<file path="config.mk">
export PLATFORM = sky130hd
export DESIGN_NAME = uart_pixel_packer
export DESIGN_NICKNAME = d
export VERILOG_FILES = /design/src/rtl/uart_pixel_packer_pkg.sv /design/src/rtl/pack_timeout_cnt.sv /design/src/rtl/uart_pixel_packer.sv
export SDC_FILE = /design/constraint.sdc
export NUM_CORES = 1
export LEC_CHECK = 0
export BUFFER_PORTS_ARGS = -buffer_cell sky130_fd_sc_hd__buf_2
export CAP_MARGIN = 20
export CORE_MARGIN = 5
export CORE_UTILIZATION = 45
export CTS_CLUSTER_SIZE = 40
export DETAILED_ROUTE_END_ITERATION = 10
export PLACE_DENSITY = 0.68
export SYNTH_ARGS = -nofsm -noshare
export SYNTH_HDL_FRONTEND = slang
export SYNTH_SLANG_ARGS = --single-unit
</file>
<file path="constraint.sdc">
create_clock -name clk -period 2.7 [get_ports clk]
set_clock_uncertainty 0.2 [all_clocks]
set_input_delay 0.27 -clock clk [delete_from_list [all_inputs] [get_ports clk]]
set_output_delay 0.27 -clock clk [all_outputs]
set_load 0.01 [all_outputs]
</file>
<file path="src/rtl/uart_pixel_packer_pkg.sv">
// uart_pixel_packer_pkg: shared types, header constants and width helper
//   state_e  - packer FSM states
//   HDR_B0/1 - frame header sync bytes (header option only)
//   cnt_w()  - bits needed to hold 0..n inclusive
package uart_pixel_packer_pkg;

    typedef enum logic [1:0] {IDLE, HDR, RECV, DONE} state_e;

    localparam logic [7:0] HDR_B0 = 8'hA5;
    localparam logic [7:0] HDR_B1 = 8'h5A;

    function automatic int cnt_w(input longint n);
        return (n < 1) ? 1 : $clog2(n + 1);
    endfunction

endpackage

</file>
<file path="src/rtl/pack_timeout_cnt.sv">
// pack_timeout_cnt: idle-cycle counter that flags expiry after TIMEOUT_CYC enabled cycles
//   clk, rst_n - clock, asynchronous active-low reset
//   clr        - zero the counter (takes priority, suppresses expiry)
//   en         - count this cycle
//   expired    - single-cycle flag in the cycle the count reaches TIMEOUT_CYC
module pack_timeout_cnt
    import uart_pixel_packer_pkg::*;
#(
    parameter int TIMEOUT_CYC = 1_000_000
) (
    input  logic clk,
    input  logic rst_n,
    input  logic clr,
    input  logic en,
    output logic expired
);

    localparam int TW = cnt_w(TIMEOUT_CYC);
    localparam logic [TW-1:0] LAST = TW'(TIMEOUT_CYC - 1);

    logic [TW-1:0] cnt_q, cnt_d;

    always_comb begin
        expired = en && !clr && (cnt_q == LAST);
        cnt_d   = (clr || expired) ? '0 : en ? cnt_q + 1'b1 : cnt_q;
    end

    always_ff @(posedge clk or negedge rst_n) begin
        if (!rst_n) cnt_q <= '0;
        else        cnt_q <= cnt_d;
    end

endmodule

</file>
<file path="src/rtl/uart_pixel_packer.sv">
// uart_pixel_packer: packs UART bytes into RGB565 pixels and frames them for the DDR write FIFO
//   clk, rst_n        - wr_clk domain clock, asynchronous active-low reset
//   rx_din, rx_vld    - received byte and its single-cycle strobe
//   wr_req            - frame-start pulse
//   wr_address_beign  - frame start address (constant)
//   wr_address_end    - frame end address, exclusive (constant)
//   wr_din, wr_din_vld- pixel {hi, lo} and its strobe
//   frame_done        - pulse after the last pixel of a frame
//   frame_err         - pulse on idle-timeout abort
// Optional macro UART_PIXEL_PACKER_HEADER_EN: frames start only after 0xA5 0x5A.
module uart_pixel_packer
    import uart_pixel_packer_pkg::*;
#(
    parameter int     H_PIX       = 1280,
    parameter int     V_PIX       = 720,
    parameter int     ADDR_WIDTH  = 29,
    parameter longint BASE_ADDR   = 0,
    parameter int     TIMEOUT_CYC = 1_000_000
) (
    input  logic                  clk,
    input  logic                  rst_n,
    input  logic [7:0]            rx_din,
    input  logic                  rx_vld,
    output logic                  wr_req,
    output logic [ADDR_WIDTH-1:0] wr_address_beign,
    output logic [ADDR_WIDTH-1:0] wr_address_end,
    output logic [15:0]           wr_din,
    output logic                  wr_din_vld,
    output logic                  frame_done,
    output logic                  frame_err
);

    localparam longint TOTAL = longint'(H_PIX) * longint'(V_PIX);
    localparam int PW = cnt_w(TOTAL);
    localparam logic [PW-1:0] TOTAL_P = PW'(TOTAL);

    generate
        if (BASE_ADDR + TOTAL >= (longint'(1) << ADDR_WIDTH)) begin : g_addr_chk
            $error("uart_pixel_packer: frame address window wraps ADDR_WIDTH");
        end
    endgenerate

    assign wr_address_beign = ADDR_WIDTH'(BASE_ADDR);
    assign wr_address_end   = ADDR_WIDTH'(BASE_ADDR + TOTAL);

    state_e        state_q, state_d;
    logic [7:0]    hi_q, hi_d;
    logic          phase_q, phase_d;
    logic [PW-1:0] cnt_q, cnt_d;
    logic          wr_req_q, wr_req_d;
    logic [15:0]   wr_din_q, wr_din_d;
    logic          wr_din_vld_q, wr_din_vld_d;
    logic          frame_done_q, frame_done_d;
    logic          frame_err_q, frame_err_d;
    logic          active, expired;

    assign active = (state_q == RECV) || (state_q == HDR);

    // A byte in the expiry cycle clears the counter, so the byte always wins.
    pack_timeout_cnt #(.TIMEOUT_CYC(TIMEOUT_CYC)) u_tmo (
        .clk     (clk),
        .rst_n   (rst_n),
        .clr     (rx_vld || !active),
        .en      (active),
        .expired (expired)
    );

    always_comb begin
        state_d      = state_q;
        hi_d         = hi_q;
        phase_d      = phase_q;
        cnt_d        = cnt_q;
        wr_req_d     = 1'b0;
        wr_din_d     = wr_din_q;
        wr_din_vld_d = 1'b0;
        frame_done_d = 1'b0;
        frame_err_d  = 1'b0;
        case (state_q)
            IDLE: begin
                if (rx_vld) begin
`ifdef UART_PIXEL_PACKER_HEADER_EN
                    if (rx_din == HDR_B0) state_d = HDR;
`else
                    hi_d     = rx_din;
                    phase_d  = 1'b1;
                    wr_req_d = 1'b1;
                    state_d  = RECV;
`endif
                end
            end
`ifdef UART_PIXEL_PACKER_HEADER_EN
            HDR: begin
                if (rx_vld) begin
                    if (rx_din == HDR_B1) begin
                        wr_req_d = 1'b1;
                        phase_d  = 1'b0;
                        state_d  = RECV;
                    end else if (rx_din != HDR_B0) begin
                        state_d = IDLE;
                    end
                end else if (expired) begin
                    frame_err_d = 1'b1;
                    state_d     = IDLE;
                end
            end
`endif
            RECV: begin
                if (rx_vld) begin
                    if (!phase_q) begin
                        hi_d    = rx_din;
                        phase_d = 1'b1;
                    end else begin
                        wr_din_d     = {hi_q, rx_din};
                        wr_din_vld_d = 1'b1;
                        cnt_d        = cnt_q + 1'b1;
                        phase_d      = 1'b0;
                        if (cnt_d == TOTAL_P) state_d = DONE;
                    end
                end else if (expired) begin
                    frame_err_d = 1'b1;
                    cnt_d       = '0;
                    phase_d     = 1'b0;
                    state_d     = IDLE;
                end
            end
            DONE: begin
                frame_done_d = 1'b1;
                cnt_d        = '0;
                phase_d      = 1'b0;
                state_d      = IDLE;
            end
            default: state_d = IDLE;
        endcase
    end

    always_ff @(posedge clk or negedge rst_n) begin
        if (!rst_n) begin
            state_q      <= IDLE;
            hi_q         <= '0;
            phase_q      <= 1'b0;
            cnt_q        <= '0;
            wr_req_q     <= 1'b0;
            wr_din_q     <= '0;
            wr_din_vld_q <= 1'b0;
            frame_done_q <= 1'b0;
            frame_err_q  <= 1'b0;
        end else begin
            state_q      <= state_d;
            hi_q         <= hi_d;
            phase_q      <= phase_d;
            cnt_q        <= cnt_d;
            wr_req_q     <= wr_req_d;
            wr_din_q     <= wr_din_d;
            wr_din_vld_q <= wr_din_vld_d;
            frame_done_q <= frame_done_d;
            frame_err_q  <= frame_err_d;
        end
    end

    assign wr_req     = wr_req_q;
    assign wr_din     = wr_din_q;
    assign wr_din_vld = wr_din_vld_q;
    assign frame_done = frame_done_q;
    assign frame_err  = frame_err_q;

endmodule
</file>
==> impl_metrics.json <==
{
  "p_leak_nw": 1.98,
  "irDropWorstVdd_uv": 320,
  "io_buffers": 30,
  "num_rows": 34,
  "clk_pin_slew_ns": 0.08,
  "relSlewSlack_pct": 43.2,
  "setup_tns_ns": 0,
  "synth-edff-count": 0,
  "worst_pin_slew_ns": 0.852,
  "fin_nets": 477,
  "cts_setup_buffers": 0,
  "die_w_um": 105,
  "first_iter_violations": 126,
  "hp-class": "in2reg",
  "ys.flop_type": "dfrtp_1",
  "finalHoldViolCount": 0,
  "place_ws_ns": 0.0792,
  "dpl.hpwl_um": 5830,
  "cp_max_fo": 9,
  "setup_violations": 0,
  "finalMaxSlewViolations": 0,
  "pwr_density_cell_nw_per_um2": 715,
  "htreeDepth": 3,
  "utilization_pct": 50.3,
  "antenna_found_initial": 0,
  "core_um2": 8760,
  "grt_pass1_vias": 2943,
  "fin_ws_ns": 0.210,
  "total_power_mw": 3.15,
  "drv_cap": 0,
  "fmax_mhz": 402,
  "vias": 3039,
  "antenna_left": 0,
  "critPathKind": "reg2reg",
  "dieHeight_um": 105,
  "worstSkewPairLatency_ns": 0.35,
  "cts_root_buf": "clkbuf_8",
  "required_ns": 2.77,
  "ys_types": 48,
  "boundaryPins": 89,
  "drt_wl_total_um": 8270,
  "rsz0062_at_grt": "false",
  "clockBufferDepth": 2,
  "avgSynthCellArea_um2": 9.60,
  "drive_above_1_share_pct": 19.8,
  "ys_ff_latch": 71,
  "drt-pass1-iter-count": 4,
  "wl_per_cell_um": 14.4,
  "status": "finished clean",
  "track_usage_pct": 15.1,
  "synthCells": 423,
  "vias_per_cell": 5.30,
  "worst_setup_path_start_kind": "register",
  "yosysWarningCount": 0,
  "gp_congestion": 0.901,
  "start_util_pct": 46.3,
  "mappedNetlistArea_um2": 4060,
  "areaGrowthSynthToFinish_pct": 8.57,
  "period_needed_ns": 2.49,
  "arrival_ns": 2.56,
  "grt_max_degree": 39,
  "antenna_cells": 0,
  "async_flop_share_pct": 100,
  "cts_sinks": 71,
  "overflow": 0,
  "nFillCells": 807,
  "worstSetupEndpointType": "register",
  "cts_buffers": 9,
  "cts_tree": "yes",
  "fin_crit_sh_pct": 92.2,
  "die_area_um2": 11000,
  "ys_seq_area_share_pct": 43.8,
  "drc_errors": 0,
  "grt_pass1_wl_um": 14000
}
per-layer routing:
metal | track usage [%] | wire length, um | share of wire, % | up-vias
met5 | 0 | 0 | 0 | -
met4 | 3.74 | 72 | 0.87 | 0
met3 | 4.56 | 449 | 5.4 | 9
met2 | 25.4 | 4130 | 50 | 80
met1 | 19.1 | 3620 | 44 | 1498
li1 | - | - | - | 1452
state kept, by name (all words and copies together), names as in the netlist:
name         flops
wr_din          16
wr_req           1
u_tmo.cnt_q     20
wr_din_vld       1
frame_done       1
state_q          2
hi_q             8
frame_err        1
phase_q          1
cnt_q           20
placed cells by master, fill, tap and decap left out, types with 10 or more instances in the layout:
cell     count
xor2_1      14
buf_4       11
mux2_2      24
a21oi_1     11
inv_1       10
nor2_1      40
dfrtp_1     69
nand2_1     16
nand3_1     18
o21ai_0     30
buf_2       30
conb_1      58
nand4_1     18
power breakdown:
group	internal, mW	switching [mW]	leakage [nW]	total (mW)
Combinational	0.423	0.521	0.960	0.944
Sequential	1.29	0.124	0.929	1.41
Clock	0.350	0.445	0.0888	0.796
timing repair:
item,CTS,global route
endpoints found under the hold margin,53,0
endpoints found under the setup margin,0,2
gates resized for setup,0,6
hold buffers,9,0
final timing paths:
kind	depth (start not counted)	slack [ns]	end	startpoint
worst max-delay path	6	0.21	state_q[0]$_DFFE_PN0P_	cnt_q[1]$_DFFE_PN0P_
worst max register to register	6	0.21	state_q[0]$_DFFE_PN0P_	cnt_q[1]$_DFFE_PN0P_
min in group asynchronous	2	0.36	wr_din[5]$_DFFE_PN0P_	rst_n
worst min-delay path	2	0.06	wr_req$_DFF_PN0_	rx_vld
worst min register to register	1	0.29	u_tmo.cnt_q[0]$_DFFE_PN0P_	u_tmo.cnt_q[0]$_DFFE_PN0P_
max in group asynchronous	3	1.27	cnt_q[1]$_DFFE_PN0P_	rst_n
Yosys cell counts, types with 3 or more instances:
| library cell | number | area share, % |
|---|---|---|
| xor2_1 | 14 | 3.0 |
| mux2_2 | 24 | 6.7 |
| o21ai_1 | 4 | 0.49 |
| nand4_1 | 18 | 2.8 |
| o21ai_0 | 30 | 3.7 |
| ha_1 | 6 | 1.8 |
| o31ai_1 | 4 | 0.74 |
| nor2_1 | 40 | 3.7 |
| buf_4 | 60 | 11 |
| dfrtp_1 | 71 | 44 |
| nor3_1 | 9 | 1.1 |
| and4_1 | 3 | 0.65 |
| xnor2_1 | 7 | 1.5 |
| buf_2 | 8 | 0.99 |
| nand3_1 | 18 | 2.2 |
| a21oi_1 | 11 | 1.4 |
| inv_1 | 10 | 0.92 |
| o41ai_1 | 5 | 1.1 |
| nor4_1 | 3 | 0.46 |
| nor4b_1 | 4 | 0.86 |
| and3_1 | 10 | 1.5 |
| nand2_1 | 16 | 1.5 |
| a31oi_1 | 6 | 0.92 |
| clkbuf_1 | 12 | 1.1 |
logic make-up after synthesis:
group / count (synthesis) / synth area share [%]
multiplexers: 24 / 6.66
flip-flops: 71 / 43.8
XOR/XNOR: 21 / 4.53
adder cells (fa/ha/maj): 6 / 1.85
AO/OA/AOI/OAI: 76 / 11.6
buffers and inverters: 91 / 14.4
AND/OR/NAND/NOR: 132 / 17.1
other: 2 / 0.185
metrics by stage:
step / area (um2) / std cells / hold WS [ns]
2_1_floorplan: 4270 / 479 / -0.226
3_3_place_gp: 4110 / 548 / 0.222
3_5_place_dp: 4110 / 548 / 0.232
4_1_cts: 4390 / 573 / 0.0386
5_1_grt: 4410 / 573 / 0.0408
6_report: 4410 / 573 / 0.0579
worst max-delay path: stages, from the launching register on:
cell and delay [ns]:
dfrtp_2 0.44, ha_2 0.27, nand4_1 0.27, or4_1 0.58, a211oi_1 0.26, nand4_1 0.18
o2bb2ai_1 0.20
layout make-up:
type	count	area (um2)	area share, %
timing repair buffer	51	343	7.78
sequential	71	1780	40.4
clock inverter	7	61.3	1.39
tap	108	135	3.07
multi-input combinational	317	1930	43.7
inverter	10	37.5	0.852
clock buffer	9	124	2.81
Note: power is estimated with default switching activity, not from simulation.
